[config.mk]
export PLATFORM = sky130hd
export DESIGN_NAME = seq_alu
export DESIGN_NICKNAME = d
export VERILOG_FILES = /design/src/rtl/alu_pkg.sv /design/src/rtl/alu_iter_unit.sv /design/src/rtl/seq_alu.sv
export SDC_FILE = /design/constraint.sdc
export NUM_CORES = 1
export LEC_CHECK = 0
export ABC_CLOCK_PERIOD_IN_PS = 6300
export BUFFER_PORTS_ARGS = -buffer_cell sky130_fd_sc_hd__clkbuf_2
export CAP_MARGIN = 10
export CORE_MARGIN = 5
export CORE_UTILIZATION = 45
export CTS_BUF_LIST = sky130_fd_sc_hd__clkbuf_16
export DETAILED_ROUTE_END_ITERATION = 8
export GPL_ROUTABILITY_DRIVEN = 0
export GPL_TIMING_DRIVEN = 0
export PLACE_DENSITY = 0.61
export SYNTH_ARGS = -nofsm -noshare
export SYNTH_HDL_FRONTEND = slang
export SYNTH_SLANG_ARGS = --single-unit
[constraint.sdc]
create_clock -name clk -period 6.3 [get_ports clk]
set_input_delay 1.26 -clock clk [delete_from_list [all_inputs] [get_ports clk]]
set_output_delay 1.26 -clock clk [all_outputs]
set_load 0.005 [all_outputs]
[src/rtl/alu_pkg.sv]
// alu_pkg: opcodes, flag bit positions and FSM state encoding shared by seq_alu
package alu_pkg;

    localparam logic [3:0] OP_ADD = 4'b0000;
    localparam logic [3:0] OP_SUB = 4'b0001;
    localparam logic [3:0] OP_AND = 4'b0010;
    localparam logic [3:0] OP_OR  = 4'b0011;
    localparam logic [3:0] OP_XOR = 4'b0100;
    localparam logic [3:0] OP_MUL = 4'b0101;
    localparam logic [3:0] OP_SLL = 4'b1000;
    localparam logic [3:0] OP_SLR = 4'b1001;
    localparam logic [3:0] OP_SRL = 4'b1010;
    localparam logic [3:0] OP_SRA = 4'b1011;

    localparam int F_S = 3;
    localparam int F_Z = 2;
    localparam int F_C = 1;
    localparam int F_V = 0;

    typedef enum logic [1:0] {
        IDLE = 2'd0,
        EXEC = 2'd1,
        DONE = 2'd2
    } state_e;

endpackage

[src/rtl/alu_iter_unit.sv]
// alu_iter_unit: one-step-per-cycle shift/rotate and shift-add multiply datapath with step counter
module alu_iter_unit
    import alu_pkg::*;
#(
    parameter int WIDTH = 16
) (
    input  logic             clk,
    input  logic             rst_n,
    input  logic             start_i,
    input  logic [3:0]       op_i,
    input  logic [WIDTH-1:0] a_i,
    input  logic [WIDTH-1:0] b_i,
    output logic [WIDTH-1:0] res_o,
    output logic             carry_o,
    output logic             hi_nz_o,
    output logic             done_o
);

    localparam int SHW = $clog2(WIDTH) + 1;

    logic [WIDTH-1:0] data_q, data_d, hi_q, hi_d, mc_q, mc_d;
    logic [WIDTH-1:0] d_s, hi_s, mc_s, d_st, hi_st;
    logic [SHW-1:0]   cnt_q, cnt_d, n;
    logic [3:0]       op_q, op_d, op_s;
    logic             c_q, c_d, c_st;
    logic [WIDTH:0]   sum;

    // Step count, step operands (fresh inputs on the start cycle so the accept edge already does step one) and one step
    always_comb begin
        if (op_i == OP_MUL)
            n = SHW'(WIDTH);
        else if (op_i == OP_SLR)
            n = {1'b0, b_i[SHW-2:0]};
        else
            n = (|b_i[WIDTH-1:SHW-1]) ? SHW'(WIDTH) : b_i[SHW-1:0];
        op_s = start_i ? op_i : op_q;
        d_s  = start_i ? ((op_i == OP_MUL) ? b_i : a_i) : data_q;
        hi_s = start_i ? '0 : hi_q;
        mc_s = start_i ? a_i : mc_q;
        sum  = {1'b0, hi_s} + (d_s[0] ? {1'b0, mc_s} : '0);
        hi_st = hi_s;
        case (op_s)
            OP_SLL: {c_st, d_st} = {d_s, 1'b0};
            OP_SLR: {c_st, d_st} = {d_s[WIDTH-1], d_s[WIDTH-2:0], d_s[WIDTH-1]};
            OP_SRL: {d_st, c_st} = {1'b0, d_s};
            OP_SRA: {d_st, c_st} = {d_s[WIDTH-1], d_s};
            default: begin
                d_st  = {sum[0], d_s[WIDTH-1:1]};
                hi_st = sum[WIDTH:1];
                c_st  = 1'b0;
            end
        endcase
    end

    // Next-state: load on start, then step and count down until the counter reaches zero
    always_comb begin
        op_d   = op_s;
        mc_d   = mc_s;
        data_d = data_q;
        hi_d   = hi_q;
        c_d    = c_q;
        cnt_d  = cnt_q;
        done_o = 1'b0;
        if (start_i) begin
            if (n == '0) begin
                data_d = a_i;
                hi_d   = '0;
                c_d    = 1'b0;
                cnt_d  = '0;
                done_o = 1'b1;
            end else begin
                data_d = d_st;
                hi_d   = hi_st;
                c_d    = c_st;
                cnt_d  = n - SHW'(1);
                done_o = (n == SHW'(1));
            end
        end else if (cnt_q != '0) begin
            data_d = d_st;
            hi_d   = hi_st;
            c_d    = c_st;
            cnt_d  = cnt_q - SHW'(1);
            done_o = (cnt_q == SHW'(1));
        end
    end

    assign res_o   = data_d;
    assign carry_o = c_d;
    assign hi_nz_o = |hi_d;

    // Datapath and counter registers
    always_ff @(posedge clk or negedge rst_n) begin
        if (!rst_n) begin
            data_q <= '0;
            hi_q   <= '0;
            mc_q   <= '0;
            c_q    <= 1'b0;
            cnt_q  <= '0;
            op_q   <= '0;
        end else begin
            data_q <= data_d;
            hi_q   <= hi_d;
            mc_q   <= mc_d;
            c_q    <= c_d;
            cnt_q  <= cnt_d;
            op_q   <= op_d;
        end
    end

endmodule

[src/rtl/seq_alu.sv]
// seq_alu: multi-cycle ALU with valid/ready handshake, registered result and flags
module seq_alu
    import alu_pkg::*;
#(
    parameter int WIDTH = 16
) (
    input  logic             clk,
    input  logic             rst_n,
    input  logic             in_valid,
    output logic             in_ready,
    input  logic [WIDTH-1:0] a,
    input  logic [WIDTH-1:0] b,
    input  logic [3:0]       salu,
    output logic             out_valid,
    input  logic             out_ready,
    output logic [WIDTH-1:0] aout,
    output logic [3:0]       fout,
    output logic             out_err
);

    state_e           state_q, state_d;
    logic [3:0]       op_q, op_d, op_c, fout_q, fout_d;
    logic [WIDTH-1:0] aout_q, aout_d, s_r, res_r, it_res;
    logic [WIDTH:0]   sum, diff;
    logic             err_q, err_d, s_c, s_v, s_err, res_c, res_v, res_err;
    logic             mul_c, iter_c, start, commit, it_c, it_hinz, it_done;

    assign op_c   = (state_q == IDLE) ? salu : op_q;
    assign mul_c  = (op_c == OP_MUL);
    assign iter_c = mul_c || (op_c[3:2] == 2'b10);
    assign start  = (state_q == IDLE) && in_valid && iter_c;
    assign sum    = {1'b0, a} + {1'b0, b};
    assign diff   = {1'b0, a} - {1'b0, b};

    alu_iter_unit #(.WIDTH(WIDTH)) u_iter (
        .clk     (clk),
        .rst_n   (rst_n),
        .start_i (start),
        .op_i    (salu),
        .a_i     (a),
        .b_i     (b),
        .res_o   (it_res),
        .carry_o (it_c),
        .hi_nz_o (it_hinz),
        .done_o  (it_done)
    );

    // Single-cycle ops; anything neither single-cycle nor iterative is illegal
    always_comb begin
        s_r   = '0;
        s_c   = 1'b0;
        s_v   = 1'b0;
        s_err = 1'b0;
        case (salu)
            OP_ADD: begin
                s_r = sum[WIDTH-1:0];
                s_c = sum[WIDTH];
                s_v = (a[WIDTH-1] == b[WIDTH-1]) && (sum[WIDTH-1] != a[WIDTH-1]);
            end
            OP_SUB: begin
                s_r = diff[WIDTH-1:0];
                s_c = diff[WIDTH];
                s_v = (a[WIDTH-1] != b[WIDTH-1]) && (diff[WIDTH-1] != a[WIDTH-1]);
            end
            OP_AND:  s_r = a & b;
            OP_OR:   s_r = a | b;
            OP_XOR:  s_r = a ^ b;
            default: s_err = !iter_c;
        endcase
    end

    // Result selection, FSM next state and result capture on the edge entering DONE
    always_comb begin
        res_r   = iter_c ? it_res : s_r;
        res_c   = iter_c ? (mul_c ? it_hinz : it_c) : s_c;
        res_v   = iter_c ? (mul_c && it_hinz) : s_v;
        res_err = !iter_c && s_err;
        state_d = state_q;
        op_d    = op_q;
        aout_d  = aout_q;
        fout_d  = fout_q;
        err_d   = err_q;
        commit  = 1'b0;
        case (state_q)
            IDLE: if (in_valid) begin
                op_d    = salu;
                commit  = !iter_c || it_done;
                state_d = commit ? DONE : EXEC;
            end
            EXEC: begin
                commit  = it_done;
                state_d = it_done ? DONE : EXEC;
            end
            DONE:    state_d = out_ready ? IDLE : DONE;
            default: state_d = IDLE;
        endcase
        if (commit) begin
            aout_d      = res_r;
            fout_d[F_S] = res_r[WIDTH-1];
            fout_d[F_Z] = (res_r == '0);
            fout_d[F_C] = res_c;
            fout_d[F_V] = res_v;
            err_d       = res_err;
        end
    end

    // State and output registers
    always_ff @(posedge clk or negedge rst_n) begin
        if (!rst_n) begin
            state_q <= IDLE;
            op_q    <= '0;
            aout_q  <= '0;
            fout_q  <= '0;
            err_q   <= 1'b0;
        end else begin
            state_q <= state_d;
            op_q    <= op_d;
            aout_q  <= aout_d;
            fout_q  <= fout_d;
            err_q   <= err_d;
        end
    end

    assign in_ready  = (state_q == IDLE);
    assign out_valid = (state_q == DONE);
    assign aout      = aout_q;
    assign fout      = fout_q;
    assign out_err   = err_q;

endmodule

==> qor.yml <==
status: "finished clean"
required_ns: 6.54
diodes: 0
vias_per_cell: 6.31
final.setup.tns_ns: 0
synth_top_flop_cell: "dfrtp_1"
cts_buffers: 9
synth_cell_types: 92
post-cts-setup-buffer-count: 0
crit_fanout: 19
setup_ws_ns: 0.344
fin_nets: 1262
drt-initial-drc-count: 708
hold_path_startpoint: "u_iter.mc_q[12]$_DFF_PN0_"
synth-edff-count: 0
dp_hpwl_mm: 24.0
start_util_pct: 45.3
synth_cells: 1082
slowest_delay_ns: 0.55
final_cell_area_sq_um: 9360
power.total_mw: 3.80
rsz0062_at_grt: "false"
fillers: 1843
syn_to_final_growth_pct: 11.2
grt_usage_pct: 27.6
setup_viol: 0
critical_path.slowest_cell: "or4b_1"
dieArea_sq_um: 21500
dr.pass1.iters: 6
path_class: "in -> reg"
synth_area_sq_um: 8410
ant_nets: 0
synthArstFlopShare_pct: 100
cts_max_path_buffers: 2
syn_avg_cell_area_sq_um: 7.78
cts_resized: 3
yosysWarnings: 0
drt_wl_total_mm: 30.4
power.density_nw_per_um2: 406
synth_area_leader_cell: "dfrtp_1"
dpl.cell_count: 1378
rr_startpoint: "state_q[0]$_DFFE_PN0P_"
path_delay_family: "simple AND/OR/NAND/NOR gates"
cts_root_buf: "clkbuf_16"
cap_violations: 0
hp-class: "reg -> reg"
io_buffer_count: 60
avgRoutedWirePerCell_um: 21.9
synth_seq_cells: 84
placedInstanceArea_sq_um: 9050
tightestPinTransition_ns: 1.16
peakVddDrop_mv: 0.308
stdcell_count: 1390
maxSlewHeadroom_pct: 22.4
hold_violations: 0
overflow: 0
num_rows: 50
drc: 0
fin_skew_ns: 0.0128
r2r_slack_ns: 0.92
drive_above_1_share_pct: 11.7
clock_sinks: 84
rr_endpoint: "fout[0]$_DFFE_PN0P_"
die_h_um: 147
fin_crit_sh_pct: 94.5
ys_seq_area_share_pct: 25.0
grt_pass1_wl_mm: 47.4
grt_max_degree: 62
grt_pass1_vias: 8355
fmax_mhz: 168
crit_chain: "buf_2 > and4bb_2 > o21ai_4 > buf_4 > buf_2 > clkbuf_1 > and2_1 > ha_1 > a21oi_1 > o31ai_1 > or3_1 > a32o_1 > nand4bb_1 > nor4_2 > nand4b_1 > or4b_1 > and3_1"
pre_cts_ws_ns: -1.00
vias: 8768
cts.clk_slew.worst_paths_ns: 0.08
cp-start-kind: "input pin"
core_area_sq_um: 18600
clk_latency_ns: 0.35
multi_input_area_sq_um: 5800
ios: 63
cellLeakagePower_nw: 4.30
hold_depth: 2
path_common_cell: "buf_2"
syn_nets: 1193
drv_slew: 0
final.min_clock_period_ns: 5.96
end_kind: "register"
crit_buf_inv: 4
hold_end: "u_iter.mc_q[12]$_DFF_PN0_"
antenna_found_initial: 0
die_x_um: 147
regArea_sq_um: 2100
cts-hold-fix-buffers: 0
cts_tree: "done"
ys_top_cells_by_area: "dfrtp_1, ha_1, nand2_1"
r2r_cells: 21
cp.arrival_ns: 6.20
synth_top_area_share_pct: 25.0
htreeDepth: 3
power breakdown:
group	switching [mW]	total, mW	internal [mW]
combinational	1.43	2.32	0.896
sequential	0.132	0.928	0.796
clock	0.267	0.551	0.283
worst register-to-register path, delay by kind of cell, from the launching register on:
family	cells	cell delay, ns
simple gates	9	2.46
compound gates	4	0.70
fa+ha+maj	1	0.17
buf+inv	7	1.60
flops	1	0.36
sequential cells by signal (all words and copies together), names as in the netlist:
signal and count:
u_iter.mc_q 16, out_err 1, u_iter.op_q 4, fout 4
u_iter.c_q 1, u_iter.data_q 16, state_q 2, u_iter.cnt_q 5
op_q 4, aout 15, u_iter.hi_q 16
cell type report:
cell class	count	area share (%)
multi-input cells	870	62.0
well taps	234	3.13
plain buffers	52	2.66
clock buffers	9	2.41
flip-flops and latches	84	22.5
clock inverters	7	0.816
repair buffers	63	3.72
inverters	71	2.85
routing by layer:
metal,global-route usage (%),routed length [um],part of all wire [%]
met3,3.73,2030,6.7
met5,0,0,0
met1,36.3,13100,43
met4,12.3,1230,4.0
met2,45.3,14100,46
cells by family after synthesis:
group	Yosys count	share of synthesized area [%]
muxes	43	5.80
adders and majority gates	71	10.8
xor gates and xnor gates	16	1.67
DFF	84	25.0
and+or+nand+nor	411	23.6
AOI/OAI and AO/OA	329	26.8
buffers and inverters	128	6.26
cell usage in the layout (no fill, tap or decap), types with 6 or more instances in the layout:
| cell type | count |
|---|---|
| o22ai_1 | 22 |
| nor2b_1 | 11 |
| ha_1 | 68 |
| nor2_1 | 93 |
| a21o_1 | 16 |
| and2_1 | 15 |
| nand3_1 | 25 |
| nor4_1 | 10 |
| a32o_1 | 6 |
| a221oi_1 | 6 |
| nand2_1 | 149 |
| nand4_1 | 6 |
| clkbuf_2 | 59 |
| o221ai_1 | 6 |
| o21ai_0 | 50 |
| dfrtp_1 | 84 |
| clkbuf_16 | 9 |
| a31oi_1 | 10 |
| inv_1 | 71 |
| o31ai_1 | 11 |
| a21oi_1 | 88 |
| buf_2 | 10 |
| nor3_1 | 37 |
| and3_1 | 7 |
| mux2_2 | 16 |
| a211oi_1 | 12 |
| o211ai_1 | 11 |
| or3_1 | 13 |
| mux2i_1 | 23 |
| o21a_1 | 6 |
| clkbuf_1 | 33 |
| nand2b_1 | 12 |
| xnor2_1 | 9 |
| xor2_1 | 7 |
synth_stat cells (13+ instances only):
cell type,number
nand2_1,149
nor2_1,93
nand3_1,25
dfrtp_1,84
mux2i_1,24
o21ai_0,50
inv_1,71
clkbuf_1,35
mux2_2,16
o22ai_1,22
a21o_1,16
a21oi_1,88
nor3_1,37
ha_1,68
and2_1,15
or3_1,13
worst max path at each step:
stage             start                  end  slack, ns  cells after the start
4_1_cts        in_valid  fout[0]$_DFFE_PN0P_       0.01                     22
6_report        salu[1]  fout[0]$_DFFE_PN0P_       0.34                     17
2_1_floorplan   salu[1]  fout[0]$_DFFE_PN0P_       0.64                     23
5_1_grt        in_valid  fout[0]$_DFFE_PN0P_       0.02                     21
3_3_place_gp    salu[1]  fout[0]$_DFFE_PN0P_      -0.99                     20
3_5_place_dp    salu[1]  fout[0]$_DFFE_PN0P_      -1.00                     20
per-stage QoR:
stage / utilization (%) / hold slack [ns]
floorplan: - / 0.438
global placement: 48.5 / 0.453
detailed placement: 48.7 / 0.458
CTS: 50.3 / 0.475
global route: 50.4 / 0.488
finish: 50.4 / 0.475
(Power assumes the default switching activity.)
